==> src/rtl/alu_muldiv_ctrl_pkg.sv <==
// alu_muldiv_ctrl_pkg: ALU-control codes, funct constants and mul/div FSM states.
package alu_muldiv_ctrl_pkg;
  localparam logic [3:0] ALU_NONE = 4'b0000;
  localparam logic [3:0] ALU_AND  = 4'b0001;
  localparam logic [3:0] ALU_ADD  = 4'b0010;
  localparam logic [3:0] ALU_OR   = 4'b0011;
  localparam logic [3:0] ALU_XOR  = 4'b0100;
  localparam logic [3:0] ALU_NOR  = 4'b0101;
  localparam logic [3:0] ALU_SUB  = 4'b0110;
  localparam logic [3:0] ALU_SLT  = 4'b0111;
  localparam logic [3:0] ALU_SLTU = 4'b1000;
  localparam logic [3:0] ALU_SLL  = 4'b1001;
  localparam logic [3:0] ALU_SRL  = 4'b1010;
  localparam logic [3:0] ALU_SRA  = 4'b1011;
  localparam logic [3:0] ALU_SLLV = 4'b1100;
  localparam logic [3:0] ALU_SRLV = 4'b1101;
  localparam logic [3:0] ALU_SRAV = 4'b1110;
  localparam logic [5:0] F_SLL   = 6'b000000;
  localparam logic [5:0] F_SRL   = 6'b000010;
  localparam logic [5:0] F_SRA   = 6'b000011;
  localparam logic [5:0] F_SLLV  = 6'b000100;
  localparam logic [5:0] F_SRLV  = 6'b000110;
  localparam logic [5:0] F_SRAV  = 6'b000111;
  localparam logic [5:0] F_MFHI  = 6'b010000;
  localparam logic [5:0] F_MTHI  = 6'b010001;
  localparam logic [5:0] F_MFLO  = 6'b010010;
  localparam logic [5:0] F_MTLO  = 6'b010011;
  localparam logic [5:0] F_MULT  = 6'b011000;
  localparam logic [5:0] F_MULTU = 6'b011001;
  localparam logic [5:0] F_DIV   = 6'b011010;
  localparam logic [5:0] F_DIVU  = 6'b011011;
  localparam logic [5:0] F_ADD   = 6'b100000;
  localparam logic [5:0] F_ADDU  = 6'b100001;
  localparam logic [5:0] F_SUB   = 6'b100010;
  localparam logic [5:0] F_SUBU  = 6'b100011;
  localparam logic [5:0] F_AND   = 6'b100100;
  localparam logic [5:0] F_OR    = 6'b100101;
  localparam logic [5:0] F_XOR   = 6'b100110;
  localparam logic [5:0] F_NOR   = 6'b100111;
  localparam logic [5:0] F_SLT   = 6'b101010;
  localparam logic [5:0] F_SLTU  = 6'b101011;
  typedef enum logic [1:0] {ST_IDLE, ST_MUL, ST_DIV, ST_FIX} state_t;
endpackage

==> src/rtl/alu_muldiv_ctrl_muldiv_iter.sv <==
// alu_muldiv_ctrl_muldiv_iter: shift-add multiply / restoring divide datapath with sign fix.
module alu_muldiv_ctrl_muldiv_iter #(
  parameter int DATA_W = 32,
  parameter int CNT_W  = 6
) (
  input  logic              clk,
  input  logic              rst_n,
  input  logic              start,
  input  logic              is_div,
  input  logic              is_signed,
  input  logic [DATA_W-1:0] a,
  input  logic [DATA_W-1:0] b,
  input  logic              step,
  output logic              done,
  output logic [DATA_W-1:0] res_hi,
  output logic [DATA_W-1:0] res_lo
);
  logic [2*DATA_W-1:0] acc, prod;
  logic [DATA_W-1:0]   rem, b_mag, a_mag_c, b_mag_c, quo, rmd;
  logic [DATA_W:0]     sum, shifted, diff;
  logic [CNT_W-1:0]    cnt;
  logic                div_mode, neg_q, neg_r, a_neg, b_neg;
  assign a_neg   = is_signed & a[DATA_W-1];
  assign b_neg   = is_signed & b[DATA_W-1];
  assign a_mag_c = a_neg ? -a : a;
  assign b_mag_c = b_neg ? -b : b;
  assign sum     = {1'b0, acc[2*DATA_W-1:DATA_W]} + (acc[0] ? {1'b0, b_mag} : '0);
  assign shifted = {rem, acc[DATA_W-1]};
  assign diff    = shifted - {1'b0, b_mag};
  assign done    = cnt == CNT_W'(1);
  assign prod    = neg_q ? -acc : acc;
  assign quo     = neg_q ? -acc[DATA_W-1:0] : acc[DATA_W-1:0];
  assign rmd     = neg_r ? -rem : rem;
  assign res_hi  = div_mode ? rmd : prod[2*DATA_W-1:DATA_W];
  assign res_lo  = div_mode ? quo : prod[DATA_W-1:0];
  // divide-by-zero preloads the raw result with sign fix disabled so FIX passes it through
  always_ff @(posedge clk or negedge rst_n) begin
    if (!rst_n) begin
      acc      <= '0;
      rem      <= '0;
      b_mag    <= '0;
      cnt      <= '0;
      div_mode <= 1'b0;
      neg_q    <= 1'b0;
      neg_r    <= 1'b0;
    end else if (start) begin
      div_mode <= is_div;
      cnt      <= CNT_W'(DATA_W);
      b_mag    <= b_mag_c;
      if (is_div && b == '0) begin
        acc   <= {{DATA_W{1'b0}}, {DATA_W{1'b1}}};
        rem   <= a;
        neg_q <= 1'b0;
        neg_r <= 1'b0;
      end else begin
        acc   <= {{DATA_W{1'b0}}, a_mag_c};
        rem   <= '0;
        neg_q <= a_neg ^ b_neg;
        neg_r <= a_neg;
      end
    end else if (step) begin
      cnt <= cnt - CNT_W'(1);
      if (div_mode) begin
        rem              <= diff[DATA_W] ? shifted[DATA_W-1:0] : diff[DATA_W-1:0];
        acc[DATA_W-1:0]  <= {acc[DATA_W-2:0], ~diff[DATA_W]};
      end else begin
        acc <= {sum, acc[DATA_W-1:1]};
      end
    end
  end
endmodule

==> src/rtl/alu_muldiv_ctrl.sv <==
// alu_muldiv_ctrl: EX-stage ALU-control decode plus multi-cycle mul/div engine with HI/LO and stall.
module alu_muldiv_ctrl #(
  parameter int DATA_W = 32,
  parameter int CNT_W  = 6
) (
  input  logic              clk,
  input  logic              rst_n,
  input  logic              issue,
  input  logic              flush,
  input  logic [1:0]        alu_op,
  input  logic [5:0]        funct,
  input  logic [DATA_W-1:0] rs_data,
  input  logic [DATA_W-1:0] rt_data,
  output logic [3:0]        alu_ctrl,
  output logic [DATA_W-1:0] hilo_rd_data,
  output logic [DATA_W-1:0] hi,
  output logic [DATA_W-1:0] lo,
  output logic              busy,
  output logic              stall
);
  import alu_muldiv_ctrl_pkg::*;
  state_t            state, state_nx;
  logic              hl_op, md_op, mt_op, mf_op, idle_go, start, div_zero, done;
  logic [DATA_W-1:0] res_hi, res_lo;
  // MF/MT/MULT/DIV all sit in funct 01x0xx; bit 3 separates engine ops from moves
  assign hl_op        = issue & (alu_op == 2'b10) & (funct[5:4] == 2'b01) & ~funct[2];
  assign md_op        = hl_op & funct[3];
  assign mt_op        = hl_op & ~funct[3] & funct[0];
  assign mf_op        = hl_op & ~funct[3] & ~funct[0];
  assign busy         = state != ST_IDLE;
  assign stall        = hl_op & busy;
  assign idle_go      = ~busy & ~flush;
  assign start        = md_op & idle_go;
  assign div_zero     = funct[1] & (rt_data == '0);
  assign hilo_rd_data = mf_op ? (funct[1] ? lo : hi) : '0;
  always_comb begin
    alu_ctrl = ALU_NONE;
    if (alu_op == 2'b00) alu_ctrl = ALU_ADD;
    else if (alu_op == 2'b01) alu_ctrl = ALU_SUB;
    else if (alu_op == 2'b10)
      case (funct)
        F_ADD, F_ADDU: alu_ctrl = ALU_ADD;
        F_SUB, F_SUBU: alu_ctrl = ALU_SUB;
        F_AND:         alu_ctrl = ALU_AND;
        F_OR:          alu_ctrl = ALU_OR;
        F_XOR:         alu_ctrl = ALU_XOR;
        F_NOR:         alu_ctrl = ALU_NOR;
        F_SLT:         alu_ctrl = ALU_SLT;
        F_SLTU:        alu_ctrl = ALU_SLTU;
        F_SLL:         alu_ctrl = ALU_SLL;
        F_SRL:         alu_ctrl = ALU_SRL;
        F_SRA:         alu_ctrl = ALU_SRA;
        F_SLLV:        alu_ctrl = ALU_SLLV;
        F_SRLV:        alu_ctrl = ALU_SRLV;
        F_SRAV:        alu_ctrl = ALU_SRAV;
        default:       alu_ctrl = ALU_NONE;
      endcase
  end
  always_comb begin
    state_nx = flush ? ST_IDLE
             : state == ST_IDLE ? (start ? (funct[1] ? (div_zero ? ST_FIX : ST_DIV) : ST_MUL) : ST_IDLE)
             : (state == ST_MUL || state == ST_DIV) ? (done ? ST_FIX : state)
             : ST_IDLE;
  end
  always_ff @(posedge clk or negedge rst_n) begin
    if (!rst_n) state <= ST_IDLE;
    else state <= state_nx;
  end
  always_ff @(posedge clk or negedge rst_n) begin
    if (!rst_n) begin
      hi <= '0;
      lo <= '0;
    end else if (state == ST_FIX && !flush) begin
      hi <= res_hi;
      lo <= res_lo;
    end else if (mt_op && idle_go) begin
      if (funct[1]) lo <= rs_data;
      else hi <= rs_data;
    end
  end
  alu_muldiv_ctrl_muldiv_iter #(.DATA_W(DATA_W), .CNT_W(CNT_W)) u_iter (
    .clk       (clk),
    .rst_n     (rst_n),
    .start     (start),
    .is_div    (funct[1]),
    .is_signed (~funct[0]),
    .a         (rs_data),
    .b         (rt_data),
    .step      (state == ST_MUL || state == ST_DIV),
    .done      (done),
    .res_hi    (res_hi),
    .res_lo    (res_lo)
  );
endmodule

==> config.mk <==
export PLATFORM = sky130hd
export DESIGN_NAME = alu_muldiv_ctrl
export DESIGN_NICKNAME = d
export VERILOG_FILES = /design/src/rtl/alu_muldiv_ctrl_pkg.sv /design/src/rtl/alu_muldiv_ctrl_muldiv_iter.sv /design/src/rtl/alu_muldiv_ctrl.sv
export SDC_FILE = /design/constraint.sdc
export NUM_CORES = 1
export LEC_CHECK = 0
export ABC_CLOCK_PERIOD_IN_PS = 4200
export CAP_MARGIN = 10
export CORE_AREA = 2 2 174 176
export DETAILED_ROUTE_END_ITERATION = 8
export DIE_AREA = 0 0 176 178
export PLACE_DENSITY = 0.82
export SLEW_MARGIN = 20
export SYNTH_ARGS = -nofsm -noshare
export SYNTH_HDL_FRONTEND = slang
export SYNTH_HIERARCHICAL = 1
export SYNTH_SLANG_ARGS = --single-unit
==> constraint.sdc <==
create_clock -name clk -period 4.2 [get_ports clk]
set_input_delay 0.84 -clock clk [delete_from_list [all_inputs] [get_ports clk]]
set_output_delay 0.84 -clock clk [all_outputs]
set_load 0.01 [all_outputs]
==> metrics.md <==
| Metric | Value |
|---|---|
| Clock Path Buffers | 3 |
| Cells after Synth | 2193 |
| FF-to-FF setup slack | 210 ps |
| Outcome | complete, no violations |
| Top post-synthesis cells by count | 295 x nor2_1, 264 x nand2_1, 206 x a21oi_1, 203 x dfrtp_1, 145 x o21ai_0 |
| Post-CTS resize count | 0 |
| Mapped Area | between 15000 and 20000 sq um |
| Mean post-synth cell area | approximately 7.8 sq um |
| Peak supply drop | roughly 0.3 mV |
| Synth Flop Type | dfrtp_1 |
| Nets | 2486 |
| HPWL Detailed | 41450 um |
| Initial core utilization | 58.18% |
| GRT Util Overall | around a third |
| Total design power | 7.989 mW |
| Critical Path AT | ~4400 ps |
| GR met3 Demand/Resource | around 6.9% |
| Via count | about 17000 |
| TritonCTS buffer count | 24 |
| Clock Latency Late Sink | 540 ps |
| Iteration-0 DRC Markers | 1907 |
| Synth warnings | 6 |
| CTS clock-pin slew for the worst setup and hold paths | 60 ps |
| Clock skew | ~14 ps |
| Max-slew violations | 0 |
| Routed wire length | 55220 um |
| Worst Hold Class | primary input to async pin |
| Largest net degree at the start of global routing | 99 |
| GP Congestion | 0.9713 |
| Total clock sinks | about 200 |
| Slowest library cell on the worst path | a311oi_1 |
| Critical-path cell list | inv_1 > buf_4 > buf_4 > nor2_1 > ha_1 > a21oi_1 > o211ai_1 > a221oi_1 > o21ai_0 > a311oi_1 > nor2_1 > a211o_1 > a21oi_1 > xnor2_1 > a22o_1 |
| WP depth | 15 |
| Placed inst area | 19390 sq um |
| Final Hold Viols | 0 |
| Global-route wire length before repair | ~87000 um |
| Reg2reg end | u_iter/acc[62] |
| PD cells | 396.4 nW/um^2 |
| Hold_buf cts | 0 |
| Chip width | 176 um |
| Die Area | 31330 sq um |
| Worst setup EP type | flop |
| Ports | 178 |
| R2r worst-path depth | 15 |
| Delay of the slowest critical-path stage | ~500 ps |
| Total negative slack | 0 ps |
| Crit share post-route | 94.93% |
| Slew HR | 30.23% |
| Antenna-violating nets left | 0 |
| Flops & latches, synth | around 200 |
| CTS tree | built |
| Initial antenna violation count | 1 |
| Slew @ Worst Pin | 1046 ps |
| EDFF count, synth | 0 |
| Root Driver | clkbuf_16 |
| Largest area contributor in the netlist | dfrtp_1 |
| RSZ-0062 raised after global routing | no |
| Critical Setup Path Class | flop to flop |
| Fmax | 0.2508 GHz |
| Post-synthesis net count | 2347 |
| Critical Path Start Type | flop |
| Asr flop ratio synth | 100.0% |
| Top-count cell post-synth | nor2_1 |
| LEAKAGE | 9.031 nW |
| Port buffer count | 177 |
| CP Buf/Inv Count | 3 |
| Most used routing layer | met2 |
| Main area contributors after synthesis | dfrtp_1 30%, xnor2_1 6.9%, nor2_1 6.5%, a21oi_1 6.0%, nand2_1 5.8% |
| Synthesis-to-finish area growth | 17.82% |
| Share of layout cells above drive strength 1 | 6.303% |
| Post-place setup slack | -37.38 ps |
| Worst setup startpoint | u_iter/acc[0] |
| # rows | 63 |
| WL per Instance | 20.16 um |
| Setup violations, final | 0 |
| CP delay by family, top | compound AO/OA/AOI/OAI gates |
| Sequential area share after synthesis | ~30% |
| Final instance area | roughly 20000 sq um |
| Met2 usage | 56.96% |
| Critical Path Sink | u_iter/acc[62] |
| Max Cap Viol | 0 |
| H-tree depth | 1 |
| Crit-path max FO | 17 |
| Met1 GRT Util | 45.22% |
| Setup WS post-layout | 213.1 ps |
| Core footprint | 29400 sq um |
| Residual DRC | 0 |
| GR Overflow Total | 0 |
| Filler cell count | 2362 |
| Post-DR vias/cell | around 6.3 |
| Critical Path RT | 4620 ps |
| Post CTS Setup Buffer Count | 0 |
| RR Startpoint | u_iter/acc[0] |
| Pre-Repair DR Iteration Count | 6 |
| Util after Layout | 68.55% |
| Count of cell types in the netlist | 76 |
| Minimum clock period after layout | between 3000 and 4000 ps |
| Share of the synthesized area in the top cell type | between 20% and 30% |
| Die Y | 178 um |
| Vias in the first global route | 16260 |
## power breakdown
part / leakage [nW] / internal, mW / total [mW] / switching (mW)
registers: 2.69 / 2.16 / 2.55 / 0.386
logic: 5.97 / 1.43 / 3.41 / 1.98
clock network: 0.375 / 1.18 / 2.03 / 0.854
total: 9.03 / 4.77 / 7.99 / 3.22
## through the flow
stage,hold slack [ps],std cells
5_1_grt,462.6,2738
4_1_cts,422.6,2738
2_1_floorplan,479.8,2193
3_3_place_gp,497.1,2696
3_5_place_dp,504.0,2696
6_report,406.2,2739
## sequential cells by signal (all words and copies together), names as in the netlist
register         count
u_iter/neg_q         1
u_iter/acc          64
lo                  32
u_iter/div_mode      1
u_iter/b_mag        32
state                2
u_iter/rem          32
u_iter/neg_r         1
hi                  32
u_iter/cnt           6
## logic make-up after synthesis
family	synth area share, %
and+or+nand+nor	20.64
adders and majority gates	5.793
AOI/OAI and AO/OA	23.43
buffers and inverters	5.288
DFF	29.70
xor gates and xnor gates	10.75
muxes	4.396
## layout by cell type (no fill, tap or decap), types with 10 or more instances in the layout
| cell type | n |
|---|---|
| o31ai_1 | 35 |
| nand3_1 | 20 |
| ha_1 | 75 |
| a21o_1 | 32 |
| xnor2_1 | 133 |
| nand2b_1 | 21 |
| a21oi_1 | 204 |
| a31oi_1 | 80 |
| nand4_1 | 13 |
| o21ai_0 | 145 |
| or3_1 | 16 |
| mux2i_1 | 74 |
| nor4_1 | 24 |
| a22o_1 | 27 |
| o41ai_1 | 11 |
| xor2_1 | 76 |
| clkbuf_16 | 24 |
| nor2_1 | 295 |
| a22oi_1 | 26 |
| nand2_1 | 264 |
| buf_4 | 61 |
| inv_1 | 78 |
| and2_1 | 10 |
| dfrtp_1 | 201 |
| nor2b_1 | 12 |
| nor3_1 | 29 |
| clkdlybuf4s50_1 | 175 |
| or4_1 | 20 |
## cell type report
class,count,area (sq um),share of cell area (%)
inverter,79,296.5,1.471
clock buffer,33,674.4,3.346
clock inverter,9,83.83,0.4159
antenna,1,2.502,0.01242
timing repair buffer,244,2349,11.65
sequential,203,5085,25.23
multi-input combinational,1780,11180,55.45
tap,390,488.0,2.421
## how the worst min path moves through the flow
| stage | from | to | cells after the start |
|---|---|---|---|
| after detailed placement | u_iter/cnt[5] | u_iter/cnt[5] | 2 |
| after global placement | u_iter/cnt[5] | u_iter/cnt[5] | 2 |
| after CTS | rst_n | lo[26] | 1 |
| final | rst_n | lo[26] | 1 |
| after floorplan | u_iter/cnt[5] | u_iter/cnt[5] | 2 |
| after global routing | rst_n | lo[26] | 1 |
## layer usage
layer	wire, um	up-vias
li1	-	8054
met1	22610	8199
met2	25470	935
met3	5228	146
met4	1913	0
met5	0	-
(Power assumes the default switching activity.)
